===== config.mk =====
export PLATFORM = sky130hd
export DESIGN_NAME = cmi_inval_queue
export DESIGN_NICKNAME = d
export VERILOG_FILES = /design/src/rtl/cmi_inval_queue.sv
export SDC_FILE = /design/constraint.sdc
export NUM_CORES = 1
export LEC_CHECK = 0
export BUFFER_PORTS_ARGS = -buffer_cell sky130_fd_sc_hd__clkbuf_2
export CELL_PAD_IN_SITES_DETAIL_PLACEMENT = 0
export CELL_PAD_IN_SITES_GLOBAL_PLACEMENT = 1
export CORE_UTILIZATION = 45
export CTS_CLUSTER_DIAMETER = 30
export DETAILED_ROUTE_END_ITERATION = 16
export MAX_ROUTING_LAYER = met4
export PLACE_DENSITY = 0.7
export SLEW_MARGIN = 20
export SYNTH_ARGS = -nofsm -noshare
export SYNTH_HDL_FRONTEND = slang
export SYNTH_SLANG_ARGS = --single-unit
export TNS_END_PERCENT = 30

===== constraint.sdc =====
create_clock -name b_clk_l -period 7.2 [get_ports b_clk_l]
set_clock_uncertainty 0.2 [all_clocks]
set_input_delay 0.36 -clock b_clk_l [delete_from_list [all_inputs] [get_ports b_clk_l]]
set_output_delay 0.36 -clock b_clk_l [all_outputs]
set_load 0.005 [all_outputs]

===== src/rtl/cmi_inval_queue.sv =====
// CMI DMA-write invalidate queue: 4-entry address FIFO feeding cache invalidates.
// Optional build macro INVAL_MERGE_EN: drop a write to the same quadword as the newest entry.
module cmi_inval_queue (
    input  logic        b_clk_l,
    input  logic        mseq_init_l,
    input  logic        snapshot_cmi_l,
    input  logic [21:0] cmi_addr_h,
    input  logic        inval_ack_h,
    input  logic        clr_overflow_h,
    output logic        inval_req_h,
    output logic [21:0] inval_addr_h,
    output logic        inval_hold_l,
    output logic        inval_overflow_h
);

    logic [21:0] mem_q [4];
    logic [1:0]  rd_ptr_q, rd_ptr_d;
    logic [1:0]  wr_ptr_q, wr_ptr_d;
    logic [2:0]  count_q, count_d;
    logic        snap_del_q;
    logic        hold_l_q, hold_l_d;
    logic        ovf_q, ovf_d;

    logic enq_edge, push_req, pop, push, full, ovf_set;

    // Falling edge of the snapshot strobe; snap_del resets low so a strobe
    // already asserted at reset release is not taken as a new write.
    assign enq_edge = snap_del_q && !snapshot_cmi_l;
    assign full     = (count_q == 3'd4);
    assign pop      = inval_ack_h && (count_q != 3'd0);

`ifdef INVAL_MERGE_EN
    logic [1:0] last_ptr;
    logic       merge_hit;
    assign last_ptr  = wr_ptr_q - 2'd1;
    assign merge_hit = (count_q != 3'd0) &&
                       (mem_q[last_ptr][21:1] == cmi_addr_h[21:1]);
    assign push_req  = enq_edge && !merge_hit;
`else
    assign push_req  = enq_edge;
`endif

    // A pop in the same cycle frees the slot, so a full queue can still accept.
    assign push    = push_req && (!full || pop);
    assign ovf_set = push_req && full && !pop;

    always_comb begin
        rd_ptr_d = rd_ptr_q;
        wr_ptr_d = wr_ptr_q;
        count_d  = count_q;
        if (pop)  rd_ptr_d = rd_ptr_q + 2'd1;
        if (push) wr_ptr_d = wr_ptr_q + 2'd1;
        case ({push, pop})
            2'b10:   count_d = count_q + 3'd1;
            2'b01:   count_d = count_q - 3'd1;
            default: count_d = count_q;
        endcase
        hold_l_d = (count_d < 3'd3);
        ovf_d    = ovf_q;
        if (ovf_set)             ovf_d = 1'b1;
        else if (clr_overflow_h) ovf_d = 1'b0;
    end

    always_ff @(posedge b_clk_l or negedge mseq_init_l) begin
        if (!mseq_init_l) begin
            rd_ptr_q   <= 2'd0;
            wr_ptr_q   <= 2'd0;
            count_q    <= 3'd0;
            snap_del_q <= 1'b0;
            hold_l_q   <= 1'b1;
            ovf_q      <= 1'b0;
        end else begin
            rd_ptr_q   <= rd_ptr_d;
            wr_ptr_q   <= wr_ptr_d;
            count_q    <= count_d;
            snap_del_q <= snapshot_cmi_l;
            hold_l_q   <= hold_l_d;
            ovf_q      <= ovf_d;
        end
    end

    // Storage is not reset; the count gates whether any entry is meaningful.
    always_ff @(posedge b_clk_l) begin
        if (push) mem_q[wr_ptr_q] <= cmi_addr_h;
    end

    assign inval_req_h      = (count_q != 3'd0);
    assign inval_addr_h     = mem_q[rd_ptr_q];
    assign inval_hold_l     = hold_l_q;
    assign inval_overflow_h = ovf_q;

endmodule


==> flow_metrics.env <==
export IMPL_synthTopCellsByArea="edfxtp_1 69%, mux4_2 13%, dfrtp_1 5.9%"
export IMPL_setup_viol=0
export IMPL_cts_root_buffer="clkbuf_8"
export IMPL_ys_flop_type="edfxtp_1"
export IMPL_async_flop_share_pct=10.2
export IMPL_peakVddDrop_mv=0.201
export IMPL_holdPathEnd="mem_q[1][18]$_DFFE_PP_"
export IMPL_min_from="cmi_addr_h[18]"
export IMPL_cts_tree="done"
export IMPL_rsz0062_at_grt="false"
export IMPL_ys_seq_elements=98
export IMPL_drtIter0Drc=51
export IMPL_htree_levels=3
export IMPL_cts_buffers=9
export IMPL_rr_startpoint="count_q[0]$_DFF_PN0_"
export IMPL_synth_top_area_share_pct=69.0
export IMPL_fill_cells=643
export IMPL_numClockSinks=98
export IMPL_switching_share_pct=28.0
export IMPL_initial_core_util_pct=46.6
export IMPL_wl_met3_um=186
export IMPL_die_w_um=94.3
export IMPL_seqPwrFrac_pct=50.9
export IMPL_synth_top_area_cell="edfxtp_1"
export IMPL_p_comb_share_pct=25.0
export IMPL_hold_buffers=3
export IMPL_slew_viol_final=0
export IMPL_grt_max_degree=25
export IMPL_hold_class="in2reg"
export IMPL_clockBufferDepth=2
export IMPL_via_count=1834
export IMPL_routedWlPerCell_um=17.8
export IMPL_drv_cap=0
export IMPL_relSlewSlack_pct=44.8
export IMPL_die_y_um=94.3
export IMPL_wirelength_um=6140
export IMPL_synthToLayoutAreaGrowth_pct=15.8
export IMPL_power_density_mw_per_mm2=356
export IMPL_clkPwrFrac_pct=24.1
export IMPL_grt_overflow=0
export IMPL_status="finished clean"
export IMPL_yosys_warnings=0
export IMPL_synth_nets=209
export IMPL_cp_start_kind="flip-flop"
export IMPL_synth_fa_ha_area_share_pct=1.83
export IMPL_drtPass1Iterations=4
export IMPL_place_area_mm2=0.00418
export IMPL_arrival_ns=2.02
export IMPL_reg2reg_to="inval_hold_l$_DFF_PN1_"
export IMPL_whs_path_depth=1
export IMPL_ant_nets=0
export IMPL_p_total_uw=1580
export IMPL_setup_tns_final_ns=0
export IMPL_drc=0
export IMPL_synth_edf_count=88
export IMPL_n_antenna_cell=0
export IMPL_worst_setup_path_end_kind="output pin"
export IMPL_drive_gt1_share_pct=42.9
export IMPL_synth_most_common_cell="edfxtp_1"
export IMPL_rows=33
export IMPL_via_per_inst=5.32
export IMPL_port_buffers=51
export IMPL_clkSlewWorstSetupHoldPaths_ns=0.09
export IMPL_ios=52
export IMPL_ys_top_cells_by_count="88 x edfxtp_1, 22 x mux4_2, 9 x dfrtp_1, 5 x buf_2"
export IMPL_cts_resized=0
export IMPL_antenna_found_initial=0
export IMPL_switching_power_uw=442
export IMPL_worst_pin_slew_ns=0.827
export IMPL_fin_crit_sh_pct=35.8
export IMPL_wl_met2_um=3150
export IMPL_gp_congestion=0.789
export IMPL_core_region_area_mm2=0.00822
export IMPL_m1WireLength_um=2680
export IMPL_p_int_uw=1140
export IMPL_grt_use_total_pct=15.7
export IMPL_synth_compound_area_share_pct=2.32
export IMPL_synth_area_per_cell_um2=21.6
export IMPL_min_period_ns=2.58
export IMPL_ys_types=34
export IMPL_syn_inst=177
export IMPL_muxShareOfSynthArea_pct=13.7
export IMPL_post_dp_hpwl_um=3770
export IMPL_synth_simple_area_share_pct=4.02
export IMPL_worstPathRequired_ns=6.64
export IMPL_finalHoldViolCount=0
export IMPL_crit_fanout=24
export IMPL_top_layer="met4"
export IMPL_cts_setup_buffers=0
export IMPL_r2r_slack_ns=4.65
export IMPL_synth_area_mm2=0.00383
export IMPL_yosysSeqAreaShare_pct=75.5
export IMPL_dieArea_mm2=0.00889
export IMPL_nNetsFinal=267
export IMPL_fmax_mhz=388
export IMPL_p_leak_uw=0.00155
export IMPL_synthXorXnorAreaFrac_pct=1.34
export IMPL_fin_area_mm2=0.00444
export IMPL_insertion_delay_ns=0.35
export IMPL_worstSetupPathType="reg2out"
export IMPL_reg2reg_depth=7
export IMPL_grt_pass1_vias=1861
export IMPL_synth_top_family_by_area="multiplexers"
export IMPL_grt_pass1_wl_um=9560
==> metal layers <==
layer,up-vias,GRT usage [%]
met5,-,-
met3,12,2.99
met4,0,8.21
met2,38,25.2
li1,836,-
met1,948,18.9
==> layout make-up <==
type / count / area (um^2) / share of cell area [%]
Tap cell: 105 / 131 / 2.96
Sequential cell: 98 / 2900 / 65.3
Clock buffer: 10 / 128 / 2.88
Clock inverter: 6 / 88.8 / 2.00
Timing Repair Buffer: 54 / 285 / 6.43
Multi-Input combinational cell: 69 / 895 / 20.2
Inverter: 3 / 11.3 / 0.254
==> critical path, cell delays in order (launching register included) <==
cell,delay [ns]
dfrtp_2,0.92
mux4_2,0.62
clkbuf_2,0.13
==> state kept, by name (all words and copies together), names as in the netlist <==
signal and count:
inval_hold_l 1, rd_ptr_q 2, wr_ptr_q 2, mem_q 88
count_q 3, inval_overflow_h 1, snap_del_q 1
==> power by group through the flow <==
stage | combinational [uW] | clock (uW) | sequential (uW)
floorplan | 331 | 0 | 740
global placement | 402 | 0 | 820
detailed placement | 401 | 0 | 825
CTS | 405 | 390 | 811
global route | 434 | 413 | 823
finish | 395 | 381 | 804
==> per-stage QoR <==
step	utilization, %	hold slack (ns)	cells	setup slack, ns
after floorplan	-	-0.136	177	4.74
after global placement	50.9	0.0413	326	4.60
after detailed placement	50.9	0.0467	326	4.59
after CTS	53.9	0.00908	345	4.42
after global routing	54.0	0.00366	345	4.45
final	54.0	0.0266	345	4.62
==> how the worst max path moves through the flow <==
stage	start	endpoint	slack [ns]	depth (start not counted)
floorplan	count_q[0]$_DFF_PN0_	inval_hold_l$_DFF_PN1_	4.74	8
global placement	count_q[1]$_DFF_PN0_	mem_q[1][16]$_DFFE_PP_	4.60	4
detailed placement	snapshot_cmi_l	mem_q[0][4]$_DFFE_PP_	4.59	4
CTS	snapshot_cmi_l	mem_q[0][14]$_DFFE_PP_	4.42	5
global route	count_q[0]$_DFF_PN0_	inval_hold_l$_DFF_PN1_	4.45	8
finish	rd_ptr_q[0]$_DFFE_PN0N_	inval_addr_h[2]	4.62	2
==> logic make-up after synthesis <==
group,count (synthesis)
muxes,24
xor gates and xnor gates,5
and+or+nand+nor,25
adders and majority gates,5
DFF,98
AOI/OAI and AO/OA,10
buffers and inverters,10
==> cells in the final DEF (no fill, tap or decap), drive strengths merged, types with 2 or more instances in the layout <==
| cell | instances |
|---|---|
| and2 | 4 |
| o31ai | 2 |
| o221ai | 2 |
| nor2 | 3 |
| nand2b | 3 |
| bufinv | 2 |
| inv | 4 |
| dfrtp | 9 |
| nand2 | 4 |
| edfxtp | 88 |
| nand3 | 4 |
| clkinv | 2 |
| clkbuf | 61 |
| mux4 | 22 |
| ha | 4 |
| xnor2 | 5 |
| mux2 | 2 |
| dlygate4sd3 | 3 |
Power figures use the tool's default switching activity.
